$ cat config.mk
export PLATFORM = sky130hd
export DESIGN_NAME = pipelined_barrel_shifter
export DESIGN_NICKNAME = d
export VERILOG_FILES = /design/src/rtl/pipelined_barrel_shifter.sv
export SDC_FILE = /design/constraint.sdc
export NUM_CORES = 1
export LEC_CHECK = 0
export CORE_AREA = 2 2 114 61
export CTS_CLUSTER_SIZE = 12
export DETAILED_ROUTE_END_ITERATION = 12
export DIE_AREA = 0 0 116 63
export GPL_TIMING_DRIVEN = 0
export RECOVER_POWER = 50
export SKIP_LAST_GASP = 1
export SLEW_MARGIN = 20
export SYNTH_ARGS = -nofsm -noshare
export SYNTH_HDL_FRONTEND = slang
export SYNTH_SLANG_ARGS = --single-unit
$ cat constraint.sdc
create_clock -name clk -period 1.54 [get_ports clk]
set_input_delay 0.231 -clock clk [delete_from_list [all_inputs] [get_ports clk]]
set_output_delay 0.231 -clock clk [all_outputs]
set_load 0.005 [all_outputs]
$ cat src/rtl/pipelined_barrel_shifter.sv
`default_nettype none
// ============================================================================
// Module     : pipelined_barrel_shifter
// Description: WIDTH-bit ROR/ROL/SRL/SRA shifter, one register per log2 stage,
//              valid/ready handshake with backpressure on both sides.
// Revision   : 1.0  initial release
// ============================================================================
module pipelined_barrel_shifter #(
    parameter int WIDTH = 8
) (
    input  logic                       clk,
    input  logic                       reset,
    input  logic                       in_valid,
    output logic                       in_ready,
    input  logic [WIDTH-1:0]           in_data,
    input  logic [$clog2(WIDTH)-1:0]   in_amt,
    input  logic [1:0]                 in_mode,
    output logic                       out_valid,
    input  logic                       out_ready,
    output logic [WIDTH-1:0]           out_data,
    output logic                       out_zero
);

    localparam int NSTG = $clog2(WIDTH);

    localparam logic [1:0] c_mode_ror = 2'b00;
    localparam logic [1:0] c_mode_rol = 2'b01;
    localparam logic [1:0] c_mode_srl = 2'b10;
    localparam logic [1:0] c_mode_sra = 2'b11;

    if (WIDTH < 2 || (WIDTH & (WIDTH - 1)) != 0) begin : g_bad_width
        $error("pipelined_barrel_shifter: WIDTH must be a power of 2 and >= 2");
    end

    logic [NSTG-1:0]  r_valid;
    logic [NSTG-1:0]  r_sign;
    logic [WIDTH-1:0] r_data [NSTG];
    logic [NSTG-1:0]  r_amt  [NSTG];
    logic [1:0]       r_mode [NSTG];

    logic [NSTG-1:0]  w_load;
    logic [NSTG-1:0]  w_src_valid;
    logic [NSTG-1:0]  w_src_sign;
    logic [WIDTH-1:0] w_src_data  [NSTG];
    logic [WIDTH-1:0] w_next_data [NSTG];
    logic [NSTG-1:0]  w_src_amt   [NSTG];
    logic [1:0]       w_src_mode  [NSTG];

    // A stage may load when empty or when its occupant moves on this cycle,
    // so bubbles collapse even while the output is stalled.
    always_comb begin
        w_load = '0;
        w_load[NSTG-1] = ~r_valid[NSTG-1] | out_ready;
        for (int k = NSTG - 2; k >= 0; k--) begin
            w_load[k] = ~r_valid[k] | w_load[k+1];
        end
    end

    for (genvar k = 0; k < NSTG; k++) begin : g_stage
        localparam int c_sh = 1 << k;
        logic [WIDTH-1:0] w_shifted;

        if (k == 0) begin : g_first
            assign w_src_valid[k] = in_valid;
            assign w_src_sign[k]  = in_data[WIDTH-1];
            assign w_src_data[k]  = in_data;
            assign w_src_amt[k]   = in_amt;
            assign w_src_mode[k]  = in_mode;
        end else begin : g_chain
            assign w_src_valid[k] = r_valid[k-1];
            assign w_src_sign[k]  = r_sign[k-1];
            assign w_src_data[k]  = r_data[k-1];
            assign w_src_amt[k]   = r_amt[k-1];
            assign w_src_mode[k]  = r_mode[k-1];
        end

        always_comb begin
            w_shifted = w_src_data[k];
            case (w_src_mode[k])
                c_mode_ror: w_shifted = {w_src_data[k][c_sh-1:0], w_src_data[k][WIDTH-1:c_sh]};
                c_mode_rol: w_shifted = {w_src_data[k][WIDTH-c_sh-1:0], w_src_data[k][WIDTH-1:WIDTH-c_sh]};
                c_mode_srl: w_shifted = {{c_sh{1'b0}}, w_src_data[k][WIDTH-1:c_sh]};
                c_mode_sra: w_shifted = {{c_sh{w_src_sign[k]}}, w_src_data[k][WIDTH-1:c_sh]};
            endcase
        end

        assign w_next_data[k] = w_src_amt[k][k] ? w_shifted : w_src_data[k];
    end

    // Payload only updates on a valid load, keeping out_data quiet across bubbles.
    always_ff @(posedge clk or posedge reset) begin
        if (reset) begin
            r_valid <= '0;
            r_sign  <= '0;
            for (int k = 0; k < NSTG; k++) begin
                r_data[k] <= '0;
                r_amt[k]  <= '0;
                r_mode[k] <= '0;
            end
        end else begin
            for (int k = 0; k < NSTG; k++) begin
                if (w_load[k]) begin
                    r_valid[k] <= w_src_valid[k];
                    if (w_src_valid[k]) begin
                        r_data[k] <= w_next_data[k];
                        r_amt[k]  <= w_src_amt[k];
                        r_mode[k] <= w_src_mode[k];
                        r_sign[k] <= w_src_sign[k];
                    end
                end
            end
        end
    end

    assign in_ready  = w_load[0];
    assign out_valid = r_valid[NSTG-1];
    assign out_data  = r_data[NSTG-1];
    assign out_zero  = ~|r_data[NSTG-1];

endmodule
`default_nettype wire
==> key figures, run 1 <==
Worst setup path
  • Crit path kind: register to output port
  • CP startpoint kind: register
  • Critical Path AT: ~1.4 ns
  • Critical Path Fanout Max: 2
  • Critical Path Sink Type: output port
  • CP Data Required Time: 1.31 ns

Outcome
  • Status: finished with violations
  • Violated checks: negative setup slack

STA
  • Final setup margin: -0.0878 ns
  • Tcrit/Tclk final: 106%
  • Max Clock Skew: 0.00519 ns
  • Final slew viol count: 0
  • Final Hold Fails: 0
  • Final setup fails: 3
  • Worst slew pin tran: 0.870 ns
  • Slew HR: between 40% and 50%
  • Post-layout minimum cycle time: about 1.6 ns
  • Fmax achieved: a little over 600 MHz
  • RSZ-0062 raised after global routing: true

Final layout
  • Most common cell after layout, fill and taps aside: dfrtp_1
  • Final-stage net count: between 200 and 250
  • Inserted Diodes: 0
  • Layout cells sized above 1: 22.9%
  • Most frequent cells in the layout: dfrtp_1, clkdlybuf4s50_1, o211ai_1
  • Post-layout util: 41.8%
  • Fill cell count: 655
  • Final Cell Area: 2660 sq um
  • Synth-to-layout area growth: 28.5%

Power and ir drop
  • Power per cell area: 1450 nW/um^2
  • Max VDD drop: 518 uV
  • Total chip power: roughly 0.0039 W
  • LEAKAGE: about 1.2 nW

Clock tree
  • Max Buffers Root-to-Sink: 2
  • H-tree depth: 2
  • CTS Buf Count: 5
  • Clock root cell: clkbuf_16
  • CTS tree: built
  • Worst skew pair latency: 0.28 ns
  • Total clock sinks: 36
  • Clock transition at path regs: 0.06 ns

Synth
  • Distinct cells, synth: 34
  • Synth Area in XOR/XNOR: 0%
  • Cell area after synthesis: between 2000 and 2500 sq um
  • Yosys reg bits: 36
  • Mean Syn Cell Area: approximately 11 sq um
  • Largest family of logic cells by synthesized area: compound AO/OA/AOI/OAI gates
  • Mapped Cells: 185
  • Seq/Total Area, Yosys: between 40 and 50%
  • Yosys warnings: 0
  • Syn Nets: 202
  • Post-synthesis compound-gate area fraction: 21.8%
  • Post-Synth Simple-Gate Area: 13.4%
  • Mux cell area share after synthesis: 12.1%
  • Synthesized-area fraction occupied by adder cells: 0%

Hold path
  • HP Class: input port to async pin

Detailed routing
  • DRT iter0 DRCs: 115
  • Vias: 1565
  • Detailed-router iteration count before antenna repair: 4
  • Final wirelength: 4.93 mm
  • Drt wl/cell: 15.6 um
  • Via density: 4.97
  • ANT nets after route: 0
  • Number of remaining DRC errors: 0

Global routing
  • Antenna violations before repair: 0
  • Vias in the first global route: approximately 1400
  • Gr usage total: 14.5%
  • Grt ovf: 0
  • Largest net degree at the start of global routing: 34
  • Global-route wire length before repair: approximately 8 mm

Floorplanning
  • Chip Width: between 100 and 150 um
  • Number of top-level pins: 28
  • Die area: 7310 sq um
  • Die height: 63 um
  • FP Rows: 21
  • Total core area: 6360 sq um
  • Initial Utilization: 32.5%

Flow run
  • Max-Cap Viols: 0

Placed design
  • DP HPWL: 3.84 mm
  • IO Port Bufs: 26
  • Post-DP Area: 2460 sq um
  • Routability cong.: 0.871
==> per-stage QoR <==
step	hold WS (ns)	cells	setup WS, ns	TNS [ns]
2_1_floorplan	0.381	185	0.199	0
3_3_place_gp	0.494	303	-0.370	-16.57
3_5_place_dp	0.430	304	-0.276	-3.56
4_1_cts	0.135	316	-0.0877	-0.212
5_1_grt	0.269	315	-0.116	-0.623
6_report	0.257	315	-0.0878	-0.107
==> sequential cells by signal, summed over array words and instances (netlist names) <==
signal / flops
out_data: 8
r_data: 16
r_valid: 3
r_sign: 2
r_amt: 3
r_mode: 4
==> metal layers <==
layer	global-route usage, %	vias up	share of wire (%)
met5	0	-	0
met4	3.57	0	0.93
met2	15.1	57	33
met1	25.6	744	58
li1	-	758	-
met3	4.95	6	8.3
==> power breakdown <==
part / internal, W / switching (W)
Clock: 0.000852 / 0.000390
Combinational: 0.000734 / 0.000466
Sequential: 0.00119 / 0.000226
==> cell type report <==
type,instances,area [sq um],share of cell area [%]
clock inverter,1,30.0,1.13
clock buffer,7,153,5.74
inverter,10,37.5,1.41
tap,92,115,4.33
sequential,36,902,33.9
multi-input combinational,117,986,37.1
buffer,21,133,4.99
timing repair buffer,31,302,11.3
==> worst paths after layout <==
check | to | cells past startpoint | start | slack, ns
max | out_zero | 3 | out_data[2]$_DFFE_PP0P_ | -0.09
min | r_sign[0]$_DFFE_PP0P_ | 2 | reset | 0.26
max reg2reg | r_mode[3]$_DFFE_PP0P_ | 4 | r_valid[0]$_DFFE_PP0P_ | -0.01
min reg2reg | r_mode[2]$_DFFE_PP0P_ | 1 | r_mode[2]$_DFFE_PP0P_ | 0.50
max in group asynchronous | r_valid[2]$_DFFE_PP0P_ | 3 | reset | 0.17
min in group clk | r_valid[0]$_DFFE_PP0P_ | 2 | in_valid | 0.33
==> kinds of logic after synthesis <==
family | after synthesis
DFF | 36
and+or+nand+nor | 37
AOI/OAI and AO/OA | 59
muxes | 21
buffers and inverters | 32
==> synthesized netlist by cell type <==
master      n  area, sq um
o211a_1     2         20.0
clkbuf_2    1         5.00
or4_1       2         15.0
nand4b_4    1         23.8
buf_2       6         30.0
nor2b_1     1         6.26
o32ai_1     1         8.76
and2_4      1         8.76
clkbuf_1    3         11.3
nand2b_2    1         8.76
mux2_4      6         90.1
o21a_1      7         52.6
nand3b_1    7         52.6
mux2i_1     7         70.1
or2b_1      1         7.51
nand2b_1    7         43.8
buf_4       8         60.1
o2bb2ai_1   8         70.1
mux2_2      8         90.1
nand3b_2    1         11.3
dfrtp_1    36          901
inv_1      10         37.5
buf_6       4         45.0
a31oi_1     4         25.0
and3b_1     6         52.6
a21boi_0    1         7.51
nor2_1      5         18.8
a21oi_1     8         40.0
a32o_1      7         70.1
nand3_1     2         10.0
a211oi_1    6         45.0
nand2_4     1         11.3
nand2_2     1         6.26
o211ai_1   15          113
==> worst max-delay path, stage by stage (launching register included) <==
cell and delay (ns):
dfrtp_1 0.38, or4_4 0.54, nor2_1 0.09, buf_2 0.11
==> timing repair <==
item / 4_1_cts / 5_1_grt
hold buffers: 0 / 0
buffers inserted: 4 / 0
gates resized for setup: 6 / 7
pin swaps: 1 / 0
endpoints found under the hold margin: 0 / 0
endpoints found under the setup margin: 2 / 11
(Power assumes the default switching activity.)
==> run 2, diff against run 1 <==
CORE_AREA = 2 2 91 49   (was 2 2 114 61)
DIE_AREA = 0 0 93 51   (was 0 0 116 63)
PLACE_DENSITY = 0.77   (was not set)
==> key figures, run 2 (same netlist as run 1, synthesis figures left out) <==
Placed design
  • Cells after DPL: 268
  • IO Port Bufs: 26
  • DP HPWL: 3.47 mm
  • Routability cong.: 0.775

STA
  • Final Hold Fails: 0
  • Max Clock Skew: 0.00753 ns
  • Hold_ws: 0.299 ns
  • RSZ-0062 raised after global routing: true
  • Total Neg Setup Slack: -0.101 ns
  • Slew HR: 50.4%
  • Fmax achieved: roughly 610 MHz
  • Final setup margin: -0.0961 ns
  • Final setup fails: 3
  • Tcrit/Tclk final: 106%
  • Worst slew pin tran: 0.743 ns
  • Final slew viol count: 0
  • Post-layout minimum cycle time: roughly 1.6 ns

Hold path
  • HP Class: input port to register
  • Hold-critical path depth: 2
  • Worst hold start: in_valid
  • Hold Crit Endpoint: r_valid[0]$_DFFE_PP0P_

Floorplanning
  • Initial Utilization: 50.6%
  • Die height: slightly above 50 um
  • FP Rows: 17
  • Die area: 4740 sq um
  • Number of top-level pins: 28
  • Chip Width: 93 um
  • Total core area: between 4000 and 5000 sq um

Final layout
  • Inserted Diodes: 0
  • Max FFs per register: 16
  • Fill cell count: 343
  • Most frequent cells in the layout: dfrtp_1, clkdlybuf4s50_1, o211ai_1
  • Reg with most FFs: r_data
  • Layout cells sized above 1: 24.4%
  • Synth-to-layout area growth: 23.7%
  • Final non-filler cell total: 282
  • Final-stage net count: 241
  • Most common cell after layout, fill and taps aside: dfrtp_1

Worst setup path
  • CP startpoint kind: register
  • CP max stage cell: or4_1
  • CP Cell Sequence: or4_1, nor2_1, buf_2
  • Reg-to-reg startpoint: r_valid[0]$_DFFE_PP0P_
  • Critical Path Fanout Max: 2
  • Critical Path AT: 1.41 ns
  • R2r setup slk: 0 ns
  • Critical Path Sink Type: output port
  • CP Data Required Time: 1.31 ns
  • Crit path buffers/inverters: 1
  • FF-to-FF End: r_mode[3]$_DFFE_PP0P_
  • Crit path kind: register to output port
  • Max stage delay on crit path: 0.51 ns
  • R2R depth: 4
  • Top cell family by delay on the critical path: simple AND/OR/NAND/NOR gates

Global routing
  • Gr usage total: 21.8%
  • Vias in the first global route: 1506
  • Antenna violations before repair: 0
  • Global-route wire length before repair: 7.79 mm
  • Largest net degree at the start of global routing: 37
  • Grt ovf: 0

Outcome
  • Status: finished with violations
  • Violated checks: negative setup slack

Clock tree
  • CTS tree: built
  • Total clock sinks: 36
  • Max Buffers Root-to-Sink: 2
  • Clock transition at path regs: 0.07 ns
  • Worst skew pair latency: approximately 0.29 ns
  • H-tree depth: 2
  • Clock root cell: clkbuf_8
  • Hold Buf Count CTS: 0
  • CTS Buf Count: 5

Power and ir drop
  • Clock power frac: a little over a fifth
  • Cell-internal power: about 0.0023 W
  • LEAKAGE: 1.16 nW
  • Max VDD drop: 595 uV
  • Power per cell area: 1320 nW/um^2
  • Sequential fraction of design power: 42.1%
  • Sw Share: between 30 and 40%
  • Logic gate share of total power: 36.9%
  • Sw Pwr: 0.00105 W

Flow run
  • Max-Cap Viols: 0

Detailed routing
  • Via density: 5.73
  • Detailed-router iteration count before antenna repair: 4
  • Number of remaining DRC errors: 0
  • DRT iter0 DRCs: between 100 and 150
  • Vias: roughly 1600
  • Drt wl/cell: 16.8 um
  • ANT nets after route: 0
  • Final wirelength: 4.75 mm
==> run 2: cell types whose count changed in the layout (fill, tap and decap cells not counted), sizes merged <==
cell and change:
buf +4, clkbuf -3, clkinv +2, bufinv -1
==> run 2: metal layers <==
layer	track usage [%]	up-vias	wire, um
li1	-	768	-
met1	34.9	801	2580
met2	27.8	44	1880
met3	6.19	3	274
met4	6.13	0	16
met5	0	-	0
==> run 2: power by group through the flow <==
stage	Combinational, W	Sequential, W	Clock, W
5_1_grt	0.00135	0.00145	0.000765
4_1_cts	0.00124	0.00141	0.000723
3_5_place_dp	0.00114	0.00144	0
2_1_floorplan	0.000792	0.00135	0
3_3_place_gp	0.00112	0.00143	0
6_report	0.00124	0.00142	0.000709
==> run 2: final cells by class <==
class | instances | area, sq um | area share [%]
repair buffers | 32 | 315 | 12.3
inverters | 10 | 37.5 | 1.47
clock inverters | 2 | 10.0 | 0.391
well taps | 57 | 71.3 | 2.79
plain buffers | 22 | 150 | 5.87
flip-flops and latches | 36 | 902 | 35.3
multi-input cells | 117 | 988 | 38.6
clock buffers | 6 | 82.6 | 3.23
==> run 2: worst reg2reg max path, cell delays in order (launching register included) <==
cell	delay, ns
dfrtp_1	0.40
clkbuf_1	0.40
nand2_2	0.15
buf_6	0.18
mux2_4	0.29
==> run 2: worst max path at each step <==
stage,end,from,cells past startpoint
3_3_place_gp,r_data[19]$_DFFE_PP0P_,reset,2
6_report,out_zero,out_data[7]$_DFFE_PP0P_,3
5_1_grt,out_zero,out_data[1]$_DFFE_PP0P_,3
2_1_floorplan,r_amt[8]$_DFFE_PP0P_,r_valid[2]$_DFFE_PP0P_,4
4_1_cts,out_zero,out_data[1]$_DFFE_PP0P_,3
3_5_place_dp,r_amt[5]$_DFFE_PP0P_,out_ready,5
==> run 2: what timing repair did <==
action / in CTS / in global routing
pin swaps: 2 / 0
endpoints found under the setup margin: 2 / 12
resized for setup: 5 / 9
buffers inserted: 5 / 1
hold endpoints to repair: 0 / 0
==> run 2: metrics by stage <==
step	instance area, sq um	util (%)	power (W)	worst slack (ns)
5_1_grt	2560	62.6	0.00356	-0.153
3_3_place_gp	2400	58.8	0.00255	-0.309
3_5_place_dp	2400	58.8	0.00258	-0.281
6_report	2560	62.6	0.00337	-0.0961
2_1_floorplan	2070	-	0.00214	0.199
4_1_cts	2520	61.8	0.00337	-0.116
==> run 3, diff against run 2 <==
CORE_AREA = 2 2 112 60   (was 2 2 91 49)
DIE_AREA = 0 0 114 62   (was 0 0 93 51)
PLACE_DENSITY = not set   (was 0.77)
==> key figures, run 3 (same netlist as run 1, synthesis figures left out) <==
Outcome
  • Violated checks: negative setup slack
  • Status: finished with violations

Final layout
  • Synth-to-layout area growth: 26.4%
  • Most common cell after layout, fill and taps aside: dfrtp_1
  • Final-stage net count: 240
  • Reg with most FFs: r_data
  • Layout cells sized above 1: about 24%
  • Inserted Diodes: 0
  • Register area: 902 sq um
  • Fill cell count: 621
  • Area occupied by multi-input gates: 995 sq um
  • Most frequent cells in the layout: dfrtp_1, clkdlybuf4s50_1, o211ai_1
  • Max FFs per register: 16

Detailed routing
  • Drt wl/cell: roughly 16 um
  • Vias: 1565
  • Number of remaining DRC errors: 0
  • ANT nets after route: 0
  • Final wirelength: 4.76 mm
  • Detailed-router iteration count before antenna repair: 4
  • Via density: 5.17
  • DRT iter0 DRCs: 110

Floorplanning
  • Number of top-level pins: 28
  • Initial Utilization: 33.1%
  • Die area: 7070 sq um
  • Chip Width: 114 um
  • FP Rows: 21
  • Total core area: 6250 sq um
  • Die height: 62 um

STA
  • Hold_ws: 0.327 ns
  • Final slew viol count: 0
  • Tcrit/Tclk final: 105%
  • RSZ-0062 raised after global routing: true
  • Post-layout minimum cycle time: around 1.6 ns
  • Slew HR: 65.3%
  • Final setup fails: 1
  • Worst slew pin tran: 0.519 ns
  • Final Hold Fails: 0
  • Final setup margin: -0.0786 ns
  • Total Neg Setup Slack: -0.0786 ns
  • Max Clock Skew: between 0.007 and 0.008 ns
  • Fmax achieved: 618 MHz

Global routing
  • Grt ovf: 0
  • Gr usage total: 14.8%
  • Global-route wire length before repair: 7.80 mm
  • Largest net degree at the start of global routing: 24
  • Antenna violations before repair: 0
  • Vias in the first global route: 1439

Power and ir drop
  • Sw Pwr: 0.00105 W
  • Sequential fraction of design power: 39.4%
  • Total chip power: 0.00359 W
  • Clock power frac: 26.1%
  • Cell-internal power: 0.00254 W
  • Power per cell area: 1370 nW/um^2
  • Max VDD drop: 491 uV
  • Logic gate share of total power: approximately a third
  • Sw Share: 29.1%
  • LEAKAGE: 1.16 nW

Clock tree
  • Clock transition at path regs: 0.05 ns
  • Clock root cell: clkbuf_16
  • Max Buffers Root-to-Sink: 2
  • Worst skew pair latency: 0.28 ns
  • H-tree depth: 2
  • CTS tree: built
  • CTS Buf Count: 5
  • Total clock sinks: 36
  • Hold Buf Count CTS: 0

Worst setup path
  • FF-to-FF End: r_data[23]$_DFFE_PP0P_
  • CP Data Required Time: roughly 1.3 ns
  • Critical Path Fanout Max: 2
  • R2R depth: 5
  • Critical Path AT: 1.39 ns
  • Critical Path Source: out_data[7]$_DFFE_PP0P_
  • Critical Path Sink Type: output port
  • CP startpoint kind: register
  • Crit path kind: register to output port
  • Reg-to-reg startpoint: r_valid[1]$_DFFE_PP0P_
  • R2r setup slk: about 0.13 ns

Placed design
  • DP HPWL: 3.72 mm
  • Routability cong.: 0.862
  • IO Port Bufs: 26

Hold path
  • HP Class: input port to register
  • Hold-critical path depth: 2
  • Hold Crit Endpoint: r_valid[0]$_DFFE_PP0P_
  • Worst hold start: in_valid

Flow run
  • Max-Cap Viols: 0
[run 3: worst max-delay path, cell delays in order, from the launching register on]
cell and delay [ns]:
dfrtp_1 0.38, or4_4 0.53, nor2_2 0.10, buf_2 0.11
[run 3: repair_timing]
item,CTS,global route
gates resized for setup,6,8
setup buffers,5,0
gates cloned,0,0
setup endpoints to repair,2,11
pin swaps,2,0
[run 3: per-stage QoR]
step                      utilization [%]  setup WS (ns)  std cells  instance area, sq um
after CTS                            42.0        -0.0833        304                  2630
after global placement               38.8         -0.359        291                  2430
after floorplan                         -          0.199        185                  2070
final                                41.8        -0.0786        303                  2620
after global routing                 41.8         -0.113        303                  2620
after detailed placement             39.3         -0.263        292                  2460
[run 3: cell type report]
type	count	share of cell area, %
Clock buffer	6	4.93
Buffer	21	5.36
Inverter	10	1.44
Tap cell	80	3.83
Timing Repair Buffer	32	11.7
Multi-Input combinational cell	117	38.0
Sequential cell	36	34.5
Clock inverter	1	0.191
[run 3: layer usage]
metal | track usage (%) | routed length [um] | vias to the layer above
li1 | - | - | 762
met1 | 24.6 | 2840 | 765
met2 | 17.5 | 1660 | 34
met3 | 3.98 | 220 | 4
met4 | 4.70 | 40 | 0
met5 | 0 | 0 | -
[run 3: worst max-delay path by stage]
stage | cells past startpoint | endpoint | slack [ns]
after global placement | 2 | r_valid[0]$_DFFE_PP0P_ | -0.36
after CTS | 3 | out_zero | -0.08
after global routing | 3 | out_zero | -0.11
after floorplan | 4 | r_amt[8]$_DFFE_PP0P_ | 0.20
final | 3 | out_zero | -0.08
after detailed placement | 3 | out_zero | -0.26
[run 3: power groups by stage]
stage               registers, W  clock network, W  logic (W)
finish                   0.00141          0.000936    0.00124
global route             0.00145          0.000994    0.00136
CTS                      0.00141          0.000960    0.00127
detailed placement       0.00144                 0    0.00117
global placement         0.00143                 0    0.00115
floorplan                0.00135                 0   0.000792
